===== config.mk =====
export PLATFORM = sky130hd
export DESIGN_NAME = mem_port_arbiter_flat
export DESIGN_NICKNAME = d
export VERILOG_FILES = /design/src/rtl/mem_port_arbiter_pkg.sv /design/src/rtl/mem_port_arbiter_if.sv /design/src/rtl/mem_port_arbiter_rr_arb2.sv /design/src/rtl/mem_port_arbiter.sv /design/src/flat_wrapper.sv
export SDC_FILE = /design/constraint.sdc
export NUM_CORES = 1
export LEC_CHECK = 0
export BUFFER_PORTS_ARGS = -buffer_cell sky130_fd_sc_hd__buf_4
export CAP_MARGIN = 20
export CORE_MARGIN = 5
export CORE_UTILIZATION = 49
export DETAILED_ROUTE_END_ITERATION = 6
export PLACE_DENSITY = 0.9
export SETUP_SLACK_MARGIN = 0.2
export SKIP_LAST_GASP = 1
export SYNTH_ARGS = -nofsm -noshare
export SYNTH_HDL_FRONTEND = slang
export SYNTH_SLANG_ARGS = --single-unit

===== constraint.sdc =====
create_clock -name clk -period 2.2 [get_ports clk]
set_input_delay 0.66 -clock clk [delete_from_list [all_inputs] [get_ports clk]]
set_output_delay 0.66 -clock clk [all_outputs]
set_load 0.005 [all_outputs]

===== src/rtl/mem_port_arbiter_pkg.sv =====
// mem_arb_pkg: shared types and constants for the unified-memory port arbiter.
//   arb_state_t        - arbiter sequencing states
//   PORT_CPU, PORT_DBG - requester indices used for grant / last_grant
//   RD_LAT_MIN/MAX     - legal range of the memory read latency
package mem_arb_pkg;

    typedef enum logic [1:0] {
        IDLE,
        ACCESS,
        WAIT,
        DONE
    } arb_state_t;

    localparam logic PORT_CPU = 1'b0;
    localparam logic PORT_DBG = 1'b1;

    localparam int RD_LAT_MIN = 1;
    localparam int RD_LAT_MAX = 4;

endpackage


===== src/rtl/mem_port_arbiter_if.sv =====
// mem_port_arbiter_if: one requester's handshake bundle towards the arbiter.
//   req   - request level, held until ready
//   wr    - 1 = write, 0 = read; stable while req is high
//   addr  - byte address, any alignment
//   wdata - write data
//   ready - one-cycle completion pulse
//   rdata - read data, valid with ready on a read and then held
// Modports: master = requester side, slave = arbiter side.
interface mem_port_arbiter_if #(
    parameter int ADDR_W = 12
);

    logic              req;
    logic              wr;
    logic [ADDR_W-1:0] addr;
    logic [31:0]       wdata;
    logic              ready;
    logic [31:0]       rdata;

    modport master (output req, wr, addr, wdata, input ready, rdata);
    modport slave  (input req, wr, addr, wdata, output ready, rdata);

endinterface


===== src/rtl/mem_port_arbiter_rr_arb2.sv =====
// rr_arb2: combinational two-way round-robin pick.
//   req0, req1 - pending requests
//   last_grant - index granted most recently
//   grant      - chosen index (meaningful only when valid)
//   valid      - at least one request pending
module rr_arb2 (
    input  logic req0,
    input  logic req1,
    input  logic last_grant,
    output logic grant,
    output logic valid
);

    // On a tie the port that did not win last time goes next; otherwise the
    // single requester wins (grant falls back to 0 when nobody asks).
    always_comb begin
        valid = req0 | req1;
        if (req0 && req1) begin
            grant = ~last_grant;
        end else begin
            grant = req1;
        end
    end

endmodule


===== src/rtl/mem_port_arbiter.sv =====
// mem_port_arbiter: shares the byte-banked unified memory between the CPU
// (port 0) and the debug/loader port (port 1).
//   clk, rst     - clock and synchronous active-high reset
//   cpu, dbg     - requester handshakes (mem_port_arbiter_if.slave)
//   mem_a/mem_di - memory byte address / write data, held through the access
//   mem_wr       - single-cycle write strobe, only ever high in ACCESS
//   mem_do       - memory read data, valid RD_LAT cycles after the address
//   busy         - high whenever an access is being sequenced
module mem_port_arbiter
    import mem_arb_pkg::*;
#(
    parameter int ADDR_W = 12,
    parameter int RD_LAT = 1
) (
    input  logic              clk,
    input  logic              rst,
    mem_port_arbiter_if.slave cpu,
    mem_port_arbiter_if.slave dbg,
    output logic [ADDR_W-1:0] mem_a,
    output logic [31:0]       mem_di,
    output logic              mem_wr,
    input  logic [31:0]       mem_do,
    output logic              busy
);

    // Out-of-range latencies are clamped so the wait counter never wraps.
    localparam int LAT_C = (RD_LAT < RD_LAT_MIN) ? RD_LAT_MIN :
                           (RD_LAT > RD_LAT_MAX) ? RD_LAT_MAX : RD_LAT;
    localparam logic [1:0] WAIT_LOAD = 2'(LAT_C - 1);

    arb_state_t  state;
    logic        last_grant;
    logic        gnt;
    logic        lat_wr;
    logic [1:0]  wait_cnt;
    logic        cpu_ready_r;
    logic        dbg_ready_r;
    logic [31:0] cpu_rdata_r;
    logic [31:0] dbg_rdata_r;
    logic        pick;
    logic        pick_valid;

    rr_arb2 u_rr (
        .req0       (cpu.req),
        .req1       (dbg.req),
        .last_grant (last_grant),
        .grant      (pick),
        .valid      (pick_valid)
    );

    assign cpu.ready = cpu_ready_r;
    assign cpu.rdata = cpu_rdata_r;
    assign dbg.ready = dbg_ready_r;
    assign dbg.rdata = dbg_rdata_r;
    assign busy      = (state != IDLE);

    // Sequencer. The request fields are latched straight into mem_a/mem_di on
    // grant, so the non-granted port (and later changes on the granted one)
    // cannot disturb the access. Ready is set on the edge entering DONE so the
    // pulse is visible during DONE itself; mem_wr and ready default to 0 on
    // every other edge, which makes both exactly one cycle wide.
    always_ff @(posedge clk) begin
        if (rst) begin
            state       <= IDLE;
            last_grant  <= PORT_DBG;
            gnt         <= PORT_CPU;
            lat_wr      <= 1'b0;
            wait_cnt    <= '0;
            mem_a       <= '0;
            mem_di      <= '0;
            mem_wr      <= 1'b0;
            cpu_ready_r <= 1'b0;
            dbg_ready_r <= 1'b0;
            cpu_rdata_r <= '0;
            dbg_rdata_r <= '0;
        end else begin
            mem_wr      <= 1'b0;
            cpu_ready_r <= 1'b0;
            dbg_ready_r <= 1'b0;
            case (state)
                IDLE: begin
                    if (pick_valid) begin
                        gnt        <= pick;
                        last_grant <= pick;
                        lat_wr     <= (pick == PORT_DBG) ? dbg.wr    : cpu.wr;
                        mem_wr     <= (pick == PORT_DBG) ? dbg.wr    : cpu.wr;
                        mem_a      <= (pick == PORT_DBG) ? dbg.addr  : cpu.addr;
                        mem_di     <= (pick == PORT_DBG) ? dbg.wdata : cpu.wdata;
                        state      <= ACCESS;
                    end
                end
                ACCESS: begin
                    if (lat_wr) begin
                        if (gnt == PORT_DBG) dbg_ready_r <= 1'b1;
                        else                 cpu_ready_r <= 1'b1;
                        state <= DONE;
                    end else begin
                        wait_cnt <= WAIT_LOAD;
                        state    <= WAIT;
                    end
                end
                WAIT: begin
                    if (wait_cnt == 2'd0) begin
                        if (gnt == PORT_DBG) begin
                            dbg_rdata_r <= mem_do;
                            dbg_ready_r <= 1'b1;
                        end else begin
                            cpu_rdata_r <= mem_do;
                            cpu_ready_r <= 1'b1;
                        end
                        state <= DONE;
                    end else begin
                        wait_cnt <= wait_cnt - 2'd1;
                    end
                end
                DONE: begin
                    state <= IDLE;
                end
                default: begin
                    state <= IDLE;
                end
            endcase
        end
    end

endmodule


===== src/flat_wrapper.sv =====
// flat-port wrapper written by rule: the top's interface ports become plain ports
module mem_port_arbiter_flat import mem_arb_pkg::*;
#(
    parameter int ADDR_W = 12,
    parameter int RD_LAT = 1
)
  (clk, rst, mem_a, mem_di, mem_wr, mem_do, busy, cpu_req, cpu_wr, cpu_addr, cpu_wdata, cpu_ready, cpu_rdata, dbg_req, dbg_wr, dbg_addr, dbg_wdata, dbg_ready, dbg_rdata);
  mem_port_arbiter_if #(.ADDR_W(ADDR_W)) cpu_i ();
  mem_port_arbiter_if #(.ADDR_W(ADDR_W)) dbg_i ();
  input  logic clk;
  input  logic rst;
  output logic [ADDR_W-1:0] mem_a;
  output logic [31:0] mem_di;
  output logic mem_wr;
  input  logic [31:0] mem_do;
  output logic busy;
  input wire logic [$bits(cpu_i.req)-1:0] cpu_req;
  input wire logic [$bits(cpu_i.wr)-1:0] cpu_wr;
  input wire logic [$bits(cpu_i.addr)-1:0] cpu_addr;
  input wire logic [$bits(cpu_i.wdata)-1:0] cpu_wdata;
  output wire logic [$bits(cpu_i.ready)-1:0] cpu_ready;
  output wire logic [$bits(cpu_i.rdata)-1:0] cpu_rdata;
  input wire logic [$bits(dbg_i.req)-1:0] dbg_req;
  input wire logic [$bits(dbg_i.wr)-1:0] dbg_wr;
  input wire logic [$bits(dbg_i.addr)-1:0] dbg_addr;
  input wire logic [$bits(dbg_i.wdata)-1:0] dbg_wdata;
  output wire logic [$bits(dbg_i.ready)-1:0] dbg_ready;
  output wire logic [$bits(dbg_i.rdata)-1:0] dbg_rdata;
  assign cpu_i.req = cpu_req;
  assign cpu_i.wr = cpu_wr;
  assign cpu_i.addr = cpu_addr;
  assign cpu_i.wdata = cpu_wdata;
  assign cpu_ready = cpu_i.ready;
  assign cpu_rdata = cpu_i.rdata;
  assign dbg_i.req = dbg_req;
  assign dbg_i.wr = dbg_wr;
  assign dbg_i.addr = dbg_addr;
  assign dbg_i.wdata = dbg_wdata;
  assign dbg_ready = dbg_i.ready;
  assign dbg_rdata = dbg_i.rdata;
  mem_port_arbiter #(.ADDR_W(ADDR_W), .RD_LAT(RD_LAT)) u_core (.clk(clk), .rst(rst), .cpu(cpu_i), .dbg(dbg_i), .mem_a(mem_a), .mem_di(mem_di), .mem_wr(mem_wr), .mem_do(mem_do), .busy(busy));
endmodule

==> qor.txt <==
DPL Wire Length = 11.30 mm
clock power share = 0.307
syn_area_per_cell = 7.956 um2
Largest stage delay, worst path = 360 ps
Iter 0 DRT Violations = 391
clk slew on worst S/H paths = 60 ps
die area = 0.01155 mm2
Peak VDD IR = 0.9202 mV
slew margin rel. = 0.6114
Sequential Power Share = 0.351
first-pass GRT wire length = 24.58 mm
gr ovfl total = 0
Yosys cell types = 29
share of cells above drive strength 1 = 0.3576
CP max FO = 5
Initial DRT Pass Iterations = 6
setup TNS = 0 ps
Pwr Density = 1151 mW/mm2
H-tree depth = 4
Worst-Margin Slew = 582.9 ps
dpl cell area = 0.006521 mm2
# rows = 35
top post-synthesis cells by area = dfxtp_1, nand2_1, a21oi_1, a211oi_1, nor2_1
startpoint class of the critical path = register
global-route usage over all layers = 0.2692
sequential share of the synthesized area = 0.5075
Max clock buf depth = 2
Max Slew Vio Count = 0
Hold Path Class = in -> reg
Fin. Hold Viols = 0
die width = 107.5 um
Synth-to-Final Area Change = 53.20%
Net Sw Frac = 0.3351
final-layout fill cell count = 609
Critical Path Sink Type = primary output
largest net degree at the start of global routing = 55
warning count from the yosys run = 0
NetSw = 2751 uW
Tmin final = 1953 ps
vias in the first global route = 4980
Syn Nets = 718
Sink Count = 118
number of buffers created by CTS = 17
Post-Synthesis Cells = 585
via density per instance = 5.334
fin crit share = 0.8876
CP Class = reg -> out
leakage power = 0.003197 uW
Hold WS = 412.1 ps
drt drc = 0
Post-Syn Area = 0.004654 mm2
cell area after layout = 0.007131 mm2
mean routed wirelength per cell = 16.54 um
Final Skew = 12.63 ps
Post-DRT Antenna Nets = 0
Peak Freq = 512.1 MHz
initial antenna violation count = 0
maxcap violations = 0
global route hottest layer = met2
Cell Int Power = 5459 uW
RePlAce Congestion = 0.9289
top-area cell type share of the netlist area = 0.5075
Comb power frac = 0.342
reg2reg setup slack = 580 ps
post-synth top area cell = dfxtp_1
number of top-level pins = 238
final core occ = 0.7717
# hold bufs at CTS = 0
RSZ-0062 raised after global routing = false
Core Area = 0.009240 mm2
Root Driver = clkbuf_8
Vias = 5089
Worst EP required = 1540 ps
Ant. Diodes = 0
GRT met2 Usage = 0.4647
height of the die = 107.5 um
Starting Density = 0.5037
Slowest cell on crit path = dfxtp_4
GR Util met1 = 0.3082
met3 usage = 0.07918
Post-Layout Cell Count = 954
final-report setup violation count = 0
status = complete, no violations
Worst EP arrival = 1290 ps
Seq cells post-synth = 118
port bufs = 237
clock latency on the worst-skew pair = 500 ps
CTS tree = done
Placed Instances = 917
cells along the critical path = inv_4, ha_4, inv_1, buf_4
nets = 945
total wire length = 15.78 mm
==> registers in the layout, indices dropped and copies added, names as in the netlist <==
| signal | count |
|---|---|
| u_core.cpu.rdata | 32 |
| u_core.wait_cnt | 2 |
| u_core.dbg.ready | 1 |
| u_core.gnt | 1 |
| u_core.mem_wr | 1 |
| u_core.mem_a | 12 |
| u_core.last_grant | 1 |
| u_core.dbg.rdata | 32 |
| u_core.state | 2 |
| u_core.cpu.ready | 1 |
| u_core.mem_di | 32 |
| u_core.lat_wr | 1 |
==> per-stage QoR <==
step | setup WS [ps] | power, uW
finish | 247.2 | 8210
global route | 199.8 | 8661
CTS | 205.1 | 8183
detailed placement | 259.6 | 5549
global placement | 391.7 | 5420
floorplan | 588.7 | 4304
==> synth_stat cells <==
library cell / count
a211o_1: 3
a211oi_1: 46
a21bo_2: 1
a21boi_4: 1
a21oi_1: 110
a221oi_1: 1
a22oi_1: 2
a311oi_1: 1
a31oi_1: 1
and3_1: 1
and3b_1: 1
buf_2: 18
buf_4: 8
clkbuf_1: 21
dfxtp_1: 118
ha_1: 7
inv_1: 5
mux2i_1: 2
nand2_1: 176
nand2b_1: 2
nand3_1: 3
nand3b_1: 1
nor2_1: 48
nor2b_1: 1
nor3_1: 1
nor3b_1: 3
o21a_1: 1
o21ai_2: 1
or2_2: 1
==> timing repair <==
item,4_1_cts,5_1_grt
hold endpoints to repair,0,0
gates resized for setup,5,2
pin swaps,0,1
buffers inserted,2,3
endpoints found under the setup margin,1,1
==> power by group through the flow <==
stage | Sequential, uW | Combinational [uW] | Clock, uW
2_1_floorplan | 2880 | 1420 | 0
3_3_place_gp | 2890 | 2530 | 0
3_5_place_dp | 2910 | 2640 | 0
4_1_cts | 2880 | 2760 | 2550
5_1_grt | 2930 | 3070 | 2660
6_report | 2880 | 2800 | 2520
==> final timing paths <==
| check | startpoint | endpoint | cells past startpoint |
|---|---|---|---|
| max | u_core.state[1] | busy | 4 |
| min | cpu_wdata[9] | u_core.mem_di[9] | 3 |
| max reg2reg | u_core.state[0] | u_core.dbg.rdata[15] | 7 |
| min reg2reg | u_core.cpu.rdata[2] | u_core.cpu.rdata[2] | 2 |
==> logic make-up (layout without fill, tap and decap cells) <==
kind of cell               after synthesis  in the layout  share of synthesized area
DFF                                    118            118                     0.5075
AOI/OAI and AO/OA                      168            168                     0.2161
muxes                                    2              2                   0.004301
and+or+nand+nor                        238            238                     0.2000
buffers and inverters                   52            292                    0.05323
adders and majority gates                7              7                    0.01882
==> cells in the final DEF (no fill, tap or decap), drive strengths merged <==
| master | n |
|---|---|
| buf | 255 |
| nand2 | 176 |
| dfxtp | 118 |
| a21oi | 110 |
| nor2 | 48 |
| a211oi | 46 |
| clkbuf | 18 |
| inv | 9 |
| ha | 7 |
| clkinv | 6 |
| nand3 | 3 |
| a211o | 3 |
| nor3b | 3 |
| clkinvlp | 3 |
| a22oi | 2 |
| nand2b | 2 |
| mux2i | 2 |
| and3 | 1 |
| a21bo | 1 |
| a21boi | 1 |
| o21ai | 1 |
| o21a | 1 |
| and3b | 1 |
| nand3b | 1 |
| nor2b | 1 |
| a221oi | 1 |
| a311oi | 1 |
| a31oi | 1 |
| or2 | 1 |
| nor3 | 1 |
| bufinv | 1 |
==> routing by layer <==
metal | routed length [um] | share of wire
met5 | 0 | 0
met4 | 461 | 0.029
met3 | 1602 | 0.10
met2 | 7975 | 0.51
met1 | 5743 | 0.36
==> area by class of cell <==
| type | instances | area (um2) | share of cell area |
|---|---|---|---|
| sequential | 118 | 2366 | 0.3318 |
| multi-input combinational | 415 | 2064 | 0.2895 |
| timing repair buffer | 255 | 1964 | 0.2755 |
| clock buffer | 18 | 427.9 | 0.06001 |
| tap | 129 | 161.4 | 0.02264 |
| clock inverter | 14 | 125.1 | 0.01755 |
| inverter | 5 | 21.27 | 0.002983 |
==> worst max-delay path, delay by kind of cell (launching register included) <==
family / cells / cell delay (ps)
flip-flops: 1 / 360
adder cells (fa/ha/maj): 1 / 170
buffers and inverters: 3 / 260
(Power assumes the default switching activity.)
